--- src/rtl/multicycle_control_if.sv ---
// Control interface between the multi-cycle main controller and the MIPS
// datapath/memory.
//   master : controller side. It receives opcode, mem_ready and n_flag, and
//            drives every control strobe/select plus state, instr_done and
//            illegal_op.
//   slave  : datapath side. It drives the status inputs and receives the
//            control word.
interface multicycle_control_if;
  logic [5:0] opcode;      // IR[31:26]
  logic       mem_ready;   // memory completes current access this cycle
  logic       n_flag;      // negative status flag (baln)

  logic       pcwrite, pcwritecond, iord, irwrite, memread, memwrite;
  logic       regwrite, alusrca, zeroext;
  logic [1:0] alusrcb;     // 00 B, 01 4, 10 ext imm, 11 sext imm<<2
  logic [1:0] aluop;       // 00 add, 01 sub, 10 funct, 11 or
  logic [1:0] pcsource;    // 00 ALU, 01 ALUOut, 10 rs
  logic [1:0] regdest;     // 00 rt, 01 rd, 10 $31
  logic [1:0] memtoreg;    // 00 ALUOut, 01 MDR, 10 PC
  logic [3:0] state;       // debug view of the FSM state
  logic       instr_done;  // final cycle of an instruction
  logic       illegal_op;  // DECODE saw an unsupported opcode

  modport master (
    input  opcode, mem_ready, n_flag,
    output pcwrite, pcwritecond, iord, irwrite, memread, memwrite,
           regwrite, alusrca, zeroext, alusrcb, aluop, pcsource,
           regdest, memtoreg, state, instr_done, illegal_op
  );

  modport slave (
    output opcode, mem_ready, n_flag,
    input  pcwrite, pcwritecond, iord, irwrite, memread, memwrite,
           regwrite, alusrca, zeroext, alusrcb, aluop, pcsource,
           regdest, memtoreg, state, instr_done, illegal_op
  );
endinterface

--- src/rtl/multicycle_control.sv ---
// Multi-cycle MIPS main controller. Sequences fetch, decode, execute, memory
// and write-back for lw, sw, R-type, beq, ori, jrsal and baln on a shared
// ALU / unified memory / register file datapath.
// Ports:
//   clk   - rising-edge clock
//   reset - synchronous, active-high; forces every output to 0 while high
//   bus   - multicycle_control_if.master (opcode/mem_ready/n_flag in,
//           control word, state, instr_done, illegal_op out)
// Outputs are Moore from the state, except the mem_ready-qualified strobes
// in FETCH/MEMWR and the n_flag-qualified writes in BALN.
module multicycle_control (
  input  logic                        clk,
  input  logic                        reset,
  multicycle_control_if.master        bus
);

  localparam logic [5:0] OP_R     = 6'b000000;
  localparam logic [5:0] OP_LW    = 6'b100011;
  localparam logic [5:0] OP_SW    = 6'b101011;
  localparam logic [5:0] OP_BEQ   = 6'b000100;
  localparam logic [5:0] OP_ORI   = 6'b001101;
  localparam logic [5:0] OP_JRSAL = 6'b010001;
  localparam logic [5:0] OP_BALN  = 6'b011001;

  typedef enum logic [3:0] {
    S_FETCH  = 4'd0,
    S_DECODE = 4'd1,
    S_MEMADR = 4'd2,
    S_MEMRD  = 4'd3,
    S_MEMWB  = 4'd4,
    S_MEMWR  = 4'd5,
    S_REXEC  = 4'd6,
    S_RWB    = 4'd7,
    S_BEQ    = 4'd8,
    S_ORIEX  = 4'd9,
    S_ORIWB  = 4'd10,
    S_JRSAL  = 4'd11,
    S_BALN   = 4'd12
  } state_t;

  state_t state_q, state_d;

  always_ff @(posedge clk) begin
    if (reset) state_q <= S_FETCH;
    else       state_q <= state_d;
  end

  always_comb begin
    state_d          = S_FETCH;
    bus.pcwrite      = 1'b0;
    bus.pcwritecond  = 1'b0;
    bus.iord         = 1'b0;
    bus.irwrite      = 1'b0;
    bus.memread      = 1'b0;
    bus.memwrite     = 1'b0;
    bus.regwrite     = 1'b0;
    bus.alusrca      = 1'b0;
    bus.zeroext      = 1'b0;
    bus.alusrcb      = 2'b00;
    bus.aluop        = 2'b00;
    bus.pcsource     = 2'b00;
    bus.regdest      = 2'b00;
    bus.memtoreg     = 2'b00;
    bus.instr_done   = 1'b0;
    bus.illegal_op   = 1'b0;

    case (state_q)
      S_FETCH: begin
        // PC+4 computed every cycle; only committed once the IR loads.
        bus.memread = 1'b1;
        bus.alusrcb = 2'b01;
        if (bus.mem_ready) begin
          bus.irwrite = 1'b1;
          bus.pcwrite = 1'b1;
          state_d     = S_DECODE;
        end else begin
          state_d     = S_FETCH;
        end
      end
      S_DECODE: begin
        // Speculative branch target PC + (sext imm << 2) into ALUOut.
        bus.alusrcb = 2'b11;
        case (bus.opcode)
          OP_LW, OP_SW: state_d = S_MEMADR;
          OP_R:         state_d = S_REXEC;
          OP_BEQ:       state_d = S_BEQ;
          OP_ORI:       state_d = S_ORIEX;
          OP_JRSAL:     state_d = S_JRSAL;
          OP_BALN:      state_d = S_BALN;
          default: begin
            bus.illegal_op = 1'b1;
            state_d        = S_FETCH;
          end
        endcase
      end
      S_MEMADR: begin
        bus.alusrca = 1'b1;
        bus.alusrcb = 2'b10;
        if      (bus.opcode == OP_LW) state_d = S_MEMRD;
        else if (bus.opcode == OP_SW) state_d = S_MEMWR;
        else                          state_d = S_FETCH;
      end
      S_MEMRD: begin
        bus.memread = 1'b1;
        bus.iord    = 1'b1;
        state_d     = bus.mem_ready ? S_MEMWB : S_MEMRD;
      end
      S_MEMWB: begin
        bus.regwrite   = 1'b1;
        bus.memtoreg   = 2'b01;
        bus.instr_done = 1'b1;
      end
      S_MEMWR: begin
        bus.memwrite = 1'b1;
        bus.iord     = 1'b1;
        if (bus.mem_ready) begin
          bus.instr_done = 1'b1;
          state_d        = S_FETCH;
        end else begin
          state_d        = S_MEMWR;
        end
      end
      S_REXEC: begin
        bus.alusrca = 1'b1;
        bus.aluop   = 2'b10;
        state_d     = S_RWB;
      end
      S_RWB: begin
        bus.regwrite   = 1'b1;
        bus.regdest    = 2'b01;
        bus.instr_done = 1'b1;
      end
      S_BEQ: begin
        bus.alusrca     = 1'b1;
        bus.aluop       = 2'b01;
        bus.pcwritecond = 1'b1;
        bus.pcsource    = 2'b01;
        bus.instr_done  = 1'b1;
      end
      S_ORIEX: begin
        bus.alusrca = 1'b1;
        bus.alusrcb = 2'b10;
        bus.zeroext = 1'b1;
        bus.aluop   = 2'b11;
        state_d     = S_ORIWB;
      end
      S_ORIWB: begin
        bus.regwrite   = 1'b1;
        bus.instr_done = 1'b1;
      end
      S_JRSAL: begin
        // PC still holds PC+4 this cycle, so $31 gets the return address
        // while the PC is redirected to rs.
        bus.pcwrite    = 1'b1;
        bus.pcsource   = 2'b10;
        bus.regwrite   = 1'b1;
        bus.regdest    = 2'b10;
        bus.memtoreg   = 2'b10;
        bus.instr_done = 1'b1;
      end
      S_BALN: begin
        if (bus.n_flag) begin
          bus.pcwrite  = 1'b1;
          bus.pcsource = 2'b01;
          bus.regwrite = 1'b1;
          bus.regdest  = 2'b10;
          bus.memtoreg = 2'b10;
        end
        bus.instr_done = 1'b1;
      end
      default: state_d = S_FETCH;
    endcase

    // Reset abandons any instruction in flight: no strobe may fire.
    if (reset) begin
      bus.pcwrite     = 1'b0;
      bus.pcwritecond = 1'b0;
      bus.iord        = 1'b0;
      bus.irwrite     = 1'b0;
      bus.memread     = 1'b0;
      bus.memwrite    = 1'b0;
      bus.regwrite    = 1'b0;
      bus.alusrca     = 1'b0;
      bus.zeroext     = 1'b0;
      bus.alusrcb     = 2'b00;
      bus.aluop       = 2'b00;
      bus.pcsource    = 2'b00;
      bus.regdest     = 2'b00;
      bus.memtoreg    = 2'b00;
      bus.instr_done  = 1'b0;
      bus.illegal_op  = 1'b0;
    end
  end

  assign bus.state = reset ? 4'd0 : state_q;

endmodule

--- src/flat_wrapper.sv ---
// flat-port wrapper written by rule: the top's interface ports become plain ports
module multicycle_control_flat 
  (clk, reset, bus_opcode, bus_mem_ready, bus_n_flag, bus_pcwrite, bus_pcwritecond, bus_iord, bus_irwrite, bus_memread, bus_memwrite, bus_regwrite, bus_alusrca, bus_zeroext, bus_alusrcb, bus_aluop, bus_pcsource, bus_regdest, bus_memtoreg, bus_state, bus_instr_done, bus_illegal_op);
  multicycle_control_if bus_i ();
  input  logic clk;
  input  logic reset;
  input wire logic [$bits(bus_i.opcode)-1:0] bus_opcode;
  input wire logic [$bits(bus_i.mem_ready)-1:0] bus_mem_ready;
  input wire logic [$bits(bus_i.n_flag)-1:0] bus_n_flag;
  output wire logic [$bits(bus_i.pcwrite)-1:0] bus_pcwrite;
  output wire logic [$bits(bus_i.pcwritecond)-1:0] bus_pcwritecond;
  output wire logic [$bits(bus_i.iord)-1:0] bus_iord;
  output wire logic [$bits(bus_i.irwrite)-1:0] bus_irwrite;
  output wire logic [$bits(bus_i.memread)-1:0] bus_memread;
  output wire logic [$bits(bus_i.memwrite)-1:0] bus_memwrite;
  output wire logic [$bits(bus_i.regwrite)-1:0] bus_regwrite;
  output wire logic [$bits(bus_i.alusrca)-1:0] bus_alusrca;
  output wire logic [$bits(bus_i.zeroext)-1:0] bus_zeroext;
  output wire logic [$bits(bus_i.alusrcb)-1:0] bus_alusrcb;
  output wire logic [$bits(bus_i.aluop)-1:0] bus_aluop;
  output wire logic [$bits(bus_i.pcsource)-1:0] bus_pcsource;
  output wire logic [$bits(bus_i.regdest)-1:0] bus_regdest;
  output wire logic [$bits(bus_i.memtoreg)-1:0] bus_memtoreg;
  output wire logic [$bits(bus_i.state)-1:0] bus_state;
  output wire logic [$bits(bus_i.instr_done)-1:0] bus_instr_done;
  output wire logic [$bits(bus_i.illegal_op)-1:0] bus_illegal_op;
  assign bus_i.opcode = bus_opcode;
  assign bus_i.mem_ready = bus_mem_ready;
  assign bus_i.n_flag = bus_n_flag;
  assign bus_pcwrite = bus_i.pcwrite;
  assign bus_pcwritecond = bus_i.pcwritecond;
  assign bus_iord = bus_i.iord;
  assign bus_irwrite = bus_i.irwrite;
  assign bus_memread = bus_i.memread;
  assign bus_memwrite = bus_i.memwrite;
  assign bus_regwrite = bus_i.regwrite;
  assign bus_alusrca = bus_i.alusrca;
  assign bus_zeroext = bus_i.zeroext;
  assign bus_alusrcb = bus_i.alusrcb;
  assign bus_aluop = bus_i.aluop;
  assign bus_pcsource = bus_i.pcsource;
  assign bus_regdest = bus_i.regdest;
  assign bus_memtoreg = bus_i.memtoreg;
  assign bus_state = bus_i.state;
  assign bus_instr_done = bus_i.instr_done;
  assign bus_illegal_op = bus_i.illegal_op;
  multicycle_control u_core (.clk(clk), .reset(reset), .bus(bus_i));
endmodule
--- config.mk ---
export PLATFORM = sky130hd
export DESIGN_NAME = multicycle_control_flat
export DESIGN_NICKNAME = d
export VERILOG_FILES = /design/src/rtl/multicycle_control_if.sv /design/src/rtl/multicycle_control.sv /design/src/flat_wrapper.sv
export SDC_FILE = /design/constraint.sdc
export NUM_CORES = 1
export LEC_CHECK = 0
export BUFFER_PORTS_ARGS = -buffer_cell sky130_fd_sc_hd__buf_2
export CORE_MARGIN = 2
export CORE_UTILIZATION = 38
export DETAILED_ROUTE_END_ITERATION = 16
export GPL_TIMING_DRIVEN = 0
export PLACE_DENSITY = 0.72
export SETUP_SLACK_MARGIN = 0.3
export SYNTH_ARGS = -nofsm -noshare
export SYNTH_HDL_FRONTEND = slang
export SYNTH_SLANG_ARGS = --single-unit
--- constraint.sdc ---
create_clock -name clk -period 4 [get_ports clk]
set_input_delay 1 -clock clk [delete_from_list [all_inputs] [get_ports clk]]
set_output_delay 1 -clock clk [all_outputs]
set_load 0.01 [all_outputs]
; Word level (Yosys, flattened, before mapping)
; Index checks and enable logic that the tools add are counted.
; Widths: inputs -> output; s select.
[totals]
out_inout_bits = 25
register_bits = 4
inputBits = 10
wordCells = 74
[op_classes]
n_mux = 45
eq_ne = 18
n_reduce_logical = 10
[op_table]
columns = op, n
row1 = $pmux 2 s3, 5
row2 = $pmux 4 s7, 1
row3 = $mux 1, 24
row4 = $pmux 4 s6, 1
row5 = $eq 4x4->1 const B, 5
row6 = $eq 4x3->1 const B, 4
row7 = $eq 6x5->1 const B, 2
row8 = $eq 6x6->1 const B, 2
row9 = $mux 2, 6
row10 = $mux 3, 3
row11 = $eq 4x2->1 const B, 2
row12 = $mux 4, 2
row13 = $reduce_or 2->1, 4
row14 = $reduce_or 4->1, 2
row15 = $reduce_or 7->1, 1
row16 = $eq 6x3->1 const B, 1
row17 = $eq 6x4->1 const B, 1
row18 = $logic_not 6->1, 1
row19 = $reduce_or 6->1, 1
row20 = $eq 4x1->1 const B, 1
row21 = $logic_not 4->1, 1
row22 = $pmux 1 s2, 2
row23 = $pmux 1 s3, 1

; Depth between registers and ports, before layout
; Gate-level depths: netlist of the first run.
[depth]
depth_word = 5
mapped_depth = 5

; Least setup slack after synthesis of the first run
; No wires, ideal clock.
[synth_path]
kind = in2out
start = input port bus_opcode[0]
end = output port bus_illegal_op
path_slack_ns = 1.040
path_buffers = 1
stages = 4
t_arrival_ns = 1.960
path_cell_list = buf_2 or4_1 a211oi_1 nor3_1
[synth_via]
elab_chain_cells = 5
[synth_lines]
columns = item, line
row1 = start: declaration, flat_wrapper.sv:7  ; input wire logic [$bits(bus_i.opcode)-1:0] bus_opcode;
row2 = "$eq 6x3->1, or another cell as far along", multicycle_control.sv:83  ; case (bus.opcode)
row3 = $reduce_or 7->1 (no line) (*), --
row4 = $mux 1 (*), multicycle_control.sv:83
row5 = $mux 1 (*), multicycle_control.sv:67  ; case (state_q)
row6 = $mux 1 (*), multicycle_control.sv:175  ; if (reset) begin
row7 = end: declaration, flat_wrapper.sv:26  ; output wire logic [$bits(bus_i.illegal_op)-1:0] bus_illegal_op;
; Mark *: on every way between the ends. The rest lies on a longest branch, timed or not.

; Final worst setup path of the first run
[layout_path]
start = input port bus_opcode[3]
end = output port bus_illegal_op
; The elaborated chain is that of the path after synthesis.

==> results.py, run 1 <==
metrics = {
    "run_status": {
        "outcome": "complete, no violations",
    },
    "timing": {
        "fin_tns_setup_ns": 0,
        "finalCriticalPeriod_ns": 3.156,
        "worst_pin_slew_ns": 0.4524,
        "setup-violations-final": 0,
        "rsz0062_at_grt": "no",
        "slew-limit-headroom_pct": 69.84,
        "skew_ns": 0.0008207,
        "hold_viol": 0,
        "maxSlewViolCount": 0,
        "fmax_mhz": 316.9,
        "finalCritPeriodShare_pct": 78.90,
    },
    "worst_setup_path": {
        "cp_slowest_stage_delay_ns": 0.38,
        "slowest_stage": "a211oi_1",
        "cp_top_family": "buffers and inverters",
        "path_cells": "clkbuf_1 -> xnor2_1 -> nand3b_1 -> a211oi_1 -> nor3_1 -> buf_2",
        "critPathLaunchType": "primary input",
        "r2r_cells": 5,
        "cp.required_ns": 3.00,
        "path_max_fanout": 9,
        "arrival_ns": 2.16,
        "path_buf_inv": 2,
        "critical_path_class": "in -> out",
        "worstSetupEndpointType": "output pin",
        "cp_num_cells": 6,
    },
    "finish": {
        "antenna_cells": 0,
        "drive_above_1_share_pct": 30.00,
        "largestRegisters": "u_core.state_q: 4 flops",
        "largest_register_ffs": 4,
        "post-route-cell-area_um2": 895.9,
        "syn2layout_area_growth_pct": 30.42,
        "n_fill_cell": 176,
        "nNetsFinal": 152,
        "final_cells": 165,
        "top_register": "u_core.state_q",
    },
    "logic_synthesis": {
        "synth_top_area_share_pct": 11.66,
        "syn_avg_cell_area_um2": 6.480,
        "synth-seq-cells": 4,
        "syn_nets": 116,
        "yosysMostFrequentCell": "nor2_1",
        "synthTopCellsByCount": "13 x nor2_1, 8 x nor3_1, 8 x nor4_1",
        "synth_warnings": 0,
        "synth_area_leader_cell": "dfxtp_1",
        "synth-main-ff-cell": "dfxtp_1",
        "synth_edf_count": 0,
        "seq_area_frac_synth_pct": 11.66,
        "netlist-cell-type-count": 37,
        "syn_area_um2": 686.9,
        "synth_area_leaders": "dfxtp_1 12%, nor4_1 7.3%, nor2_1 7.1%, nor3_1 5.8%, a211oi_1 4.4%",
        "syn_inst": 106,
        "async_flop_share_pct": 0,
    },
    "die": {
        "coreArea_mm2": 0.001708,
        "pin_count": 35,
        "start_util_pct": 40.22,
        "die_w_um": 46.52,
        "dieArea_mm2": 0.002164,
        "num_rows": 15,
        "dieHeight_um": 46.52,
    },
    "cts": {
        "h-tree-depth": 1,
        "cts_tree": "built",
        "cts-hold-fix-buffers": 0,
        "cts_root_buf": "clkbuf_4",
        "cts_resized": 0,
        "cts_buffers": 3,
        "cts_buffer_depth": 2,
        "worstSkewPairLatency_ns": 0.23,
        "postCtsSetupBuffers": 0,
        "path_clk_slew_ns": 0.04,
        "cts.sinks": 4,
    },
    "job": {
        "maxCapViolCount": 0,
    },
    "placed_design": {
        "post-place-cells": 162,
        "place_congestion": 0.8951,
        "hpwl_um": 1569,
        "place_area_um2": 873.3,
        "port_buffers": 31,
    },
    "drt": {
        "wl_per_cell_um": 12.64,
        "drt_iter0_drc": 19,
        "drtAntennaViolNets": 0,
        "viasPerCell": 5.594,
        "firstDrtPassIters": 4,
        "drc": 0,
        "routed-via-count": 923,
        "drt_wl_total_um": 2086,
    },
    "pwr": {
        "p_leak_nw": 0.3868,
        "powerDensity_mw_per_mm2": 153.5,
        "finalPower_w": 0.0001375,
        "max-vdd-ir-drop_v": 0.0001020,
    },
    "global_route": {
        "overflow": 0,
        "grt_pass1_vias": 755,
        "grt_max_degree": 11,
        "grt_antenna_before_repair": 0,
        "grt_pass1_wl_um": 3222,
        "grt_usage_pct": 20.92,
    },
    "worst_hold_path": {
        "holdPathStages": 3,
        "hold_class": "reg -> reg",
    },
}
[power by group]
part / internal (W) / switching (W) / leakage (nW) / total (W)
combinational: 0.0000177 / 0.0000287 / 0.341 / 0.0000464
sequential: 0.0000410 / 0.000000411 / 0.0325 / 0.0000414
clock: 0.0000335 / 0.0000162 / 0.0138 / 0.0000497
total: 0.0000922 / 0.0000453 / 0.387 / 0.000137
[cells by family after synthesis]
logic type | count (synthesis) | share of synthesized area, %
buffers and inverters | 18 | 11.47
DFF | 4 | 11.66
and+or+nand+nor | 57 | 46.09
AOI/OAI and AO/OA | 24 | 26.96
xor gates and xnor gates | 3 | 3.826
[final cells by class]
cell class	instances	area [um^2]	area share, %
sequential	4	80.08	8.939
inverter	5	18.77	2.095
buffer	13	60.06	6.704
tap	25	31.28	3.492
multi-input combinational	84	528.0	58.94
clock buffer	3	22.52	2.514
timing repair buffer	31	155.1	17.32
[cells in the final DEF (no fill, tap or decap), types with 2 or more instances in the layout]
master     n
clkbuf_4   3
nor3_1     8
nor2b_1    2
xnor2_1    2
clkbuf_1   6
nand3_1    3
or4b_1     2
a21oi_1    5
buf_1      3
buf_2     34
a211oi_1   4
nand2b_1   3
dfxtp_1    4
nor2_1    13
nor4_1     8
nand3b_1   3
o21ai_0    3
a311oi_1   3
inv_1      5
nand2_1    7
or4_1      2
[tightest hold or removal path, stage by stage, from the launching register on]
cell and delay [ns]:
dfxtp_1 0.35, or4_4 0.13, a2111o_1 0.10, a311oi_2 0.10
[worst paths after layout]
check | startpoint | end | slack [ns]
setup reg to reg | u_core.state_q[0]$_SDFF_PP0_ | u_core.state_q[2]$_SDFF_PP0_ | 2.33
hold / removal | u_core.state_q[1]$_SDFF_PP0_ | u_core.state_q[2]$_SDFF_PP0_ | 0.74
setup / recovery | bus_opcode[3] | bus_illegal_op | 0.84
hold reg to reg | u_core.state_q[1]$_SDFF_PP0_ | u_core.state_q[2]$_SDFF_PP0_ | 0.74
[per-layer routing]
metal,wire [um],vias up,part of all wire [%],track usage (%)
met1,973,426,47,28.24
li1,-,462,-,-
met4,46,0,2.2,10.29
met3,82,6,3.9,1.176
met5,0,-,0,0
met2,982,29,47,33.33
[through the flow]
step / setup slack (ns) / hold slack [ns] / utilization, %
2_1_floorplan: 1.040 / 0.6519 / -
3_3_place_gp: 0.8692 / 0.7203 / 51.14
3_5_place_dp: 0.8465 / 0.7394 / 51.14
4_1_cts: 0.8439 / 0.7386 / 52.45
5_1_grt: 0.7704 / 0.7678 / 52.45
6_report: 0.8441 / 0.7370 / 52.45
Power figures use the tool's default switching activity.
==> run 2: changes to the inputs <==
- clock period: 4 -> 3.1 ns (I/O delays scaled with it)
==> run 2 against run 1 <==
Setup slack got worse by 0.45 ns; worst hold slack barely moved; global-route usage did not move; power rose by 29%; cell count did not move; register-to-register slack got worse by 0.87 ns; via count rose by 0.54%; critical path type unchanged; largest power group unchanged.
==> results.py, run 2 (synthesis gave the netlist of run 1 again) <==
metrics = {
    "drt": {
        "drt_iter0_drc": 23,
        "drc": 0,
        "viasPerCell": 5.624,
        "drt_wl_total_um": 2111,
        "drtAntennaViolNets": 0,
        "firstDrtPassIters": 4,
        "wl_per_cell_um": 12.79,
        "routed-via-count": 928,
    },
    "timing": {
        "fmax_mhz": 370.0,
        "rsz0062_at_grt": "no",
        "maxSlewViolCount": 0,
        "setup-violations-final": 0,
        "finalCriticalPeriod_ns": 2.703,
        "hold_viol": 0,
        "finalCritPeriodShare_pct": 87.19,
        "skew_ns": 0.001531,
        "fin_tns_setup_ns": 0,
        "worst_pin_slew_ns": 0.4720,
        "slew-limit-headroom_pct": 68.53,
        "holdWs_ns": 0.7370,
    },
    "finish": {
        "final_cells": 165,
        "ff_latch_area_um2": 80.08,
        "largestRegisters": "u_core.state_q: 4 flops",
        "post-route-cell-area_um2": 898.4,
        "largest_register_ffs": 4,
        "final_common_cell": "buf_2",
        "multiInputGateArea_um2": 530.5,
        "nNetsFinal": 152,
        "final_cell_mix": "34 x buf_2, 13 x nor2_1, 8 x nor4_1, 8 x nor3_1, 7 x nand2_1",
        "n_fill_cell": 176,
        "syn2layout_area_growth_pct": 30.78,
        "top_register": "u_core.state_q",
        "antenna_cells": 0,
        "drive_above_1_share_pct": 30.71,
    },
    "worst_setup_path": {
        "cp.required_ns": 2.32,
        "critPathLaunch": "bus_opcode[3]",
        "worstSetupEndpointType": "output pin",
        "reg2reg_setup_slack_ns": 1.46,
        "r2r_start": "u_core.state_q[0]$_SDFF_PP0_",
        "r2r-end": "u_core.state_q[0]$_SDFF_PP0_",
        "critPathLaunchType": "primary input",
        "crit_end": "bus_illegal_op",
        "path_max_fanout": 9,
        "r2r_cells": 4,
        "critical_path_class": "in -> out",
        "arrival_ns": 1.93,
    },
    "die": {
        "dieHeight_um": 46.52,
        "num_rows": 15,
        "pin_count": 35,
        "start_util_pct": 40.22,
        "coreArea_mm2": 0.001708,
        "die_w_um": 46.52,
        "dieArea_mm2": 0.002164,
    },
    "job": {
        "maxCapViolCount": 0,
    },
    "cts": {
        "cts_root_buf": "clkbuf_4",
        "cts_resized": 0,
        "cts_buffer_depth": 2,
        "cts.sinks": 4,
        "h-tree-depth": 1,
        "cts_tree": "built",
        "postCtsSetupBuffers": 0,
        "cts-hold-fix-buffers": 0,
        "worstSkewPairLatency_ns": 0.23,
        "cts_buffers": 3,
        "path_clk_slew_ns": 0.04,
    },
    "global_route": {
        "met2_usage_pct": 33.33,
        "use_met1_pct": 28.24,
        "grt_max_degree": 11,
        "grt_antenna_before_repair": 0,
        "grt_usage_pct": 20.92,
        "overflow": 0,
        "grt-busiest-layer": "met2",
        "met3_usage_pct": 1.176,
        "grt_pass1_vias": 755,
        "grt_pass1_wl_um": 3222,
    },
    "pwr": {
        "combPwrFrac_pct": 33.9,
        "power.switching_w": 0.00005802,
        "powerDensity_mw_per_mm2": 197.2,
        "p_clk_share_pct": 36.0,
        "p_leak_nw": 0.3872,
        "switching_share_pct": 32.75,
        "max-vdd-ir-drop_v": 0.0001310,
        "seqPwrFrac_pct": 30.1,
        "p_int_w": 0.0001192,
    },
    "placed_design": {
        "place_area_um2": 873.3,
        "hpwl_um": 1569,
        "place_congestion": 0.8951,
        "port_buffers": 31,
        "post-place-cells": 162,
    },
    "run_status": {
        "outcome": "complete, no violations",
    },
    "worst_hold_path": {
        "hold_class": "reg -> reg",
    },
}
[run 2: per-layer routing]
metal | wire length (um) | vias to the layer above
li1 | - | 465
met1 | 966 | 426
met5 | 0 | -
met3 | 99 | 4
met2 | 1009 | 33
met4 | 36 | 0
[run 2: metrics by stage]
step / power [W] / utilization (%) / worst slack (ns)
global placement: 0.0001123 / 51.14 / 0.4192
finish: 0.0001772 / 52.60 / 0.3973
CTS: 0.0001783 / 52.45 / 0.3939
global route: 0.0001895 / 52.60 / 0.3204
floorplan: 0.00009400 / - / 0.5899
detailed placement: 0.0001138 / 51.14 / 0.3965
[run 2: worst min-delay path by stage]
stage               slack, ns                      endpoint                          from  cells after the start
finish                   0.74  u_core.state_q[2]$_SDFF_PP0_  u_core.state_q[1]$_SDFF_PP0_                      3
CTS                      0.74  u_core.state_q[2]$_SDFF_PP0_  u_core.state_q[1]$_SDFF_PP0_                      3
detailed placement       0.74  u_core.state_q[2]$_SDFF_PP0_  u_core.state_q[1]$_SDFF_PP0_                      3
global placement         0.72  u_core.state_q[2]$_SDFF_PP0_  u_core.state_q[1]$_SDFF_PP0_                      3
global route             0.77  u_core.state_q[2]$_SDFF_PP0_  u_core.state_q[1]$_SDFF_PP0_                      3
floorplan                0.65  u_core.state_q[2]$_SDFF_PP0_  u_core.state_q[1]$_SDFF_PP0_                      3
[run 2: power groups by stage]
stage          Sequential [W]  Clock (W)  Combinational [W]
6_report            0.0000534  0.0000638          0.0000600
5_1_grt             0.0000535  0.0000694          0.0000666
4_1_cts             0.0000534  0.0000652          0.0000598
3_5_place_dp        0.0000542          0          0.0000596
3_3_place_gp        0.0000541          0          0.0000582
2_1_floorplan       0.0000540          0          0.0000400
[run 2: area by class of cell]
type / instances / area share [%]
well taps: 25 / 3.482
multi-input cells: 84 / 59.05
clock buffers: 3 / 2.507
plain buffers: 13 / 6.685
repair buffers: 31 / 17.27
inverters: 5 / 2.089
flip-flops and latches: 4 / 8.914
[run 2: worst max-delay path, stage by stage]
cell and delay, ns:
clkbuf_1 0.18, or4_1 0.50, a211oi_1 0.26, nor3_1 0.07, buf_2 0.15
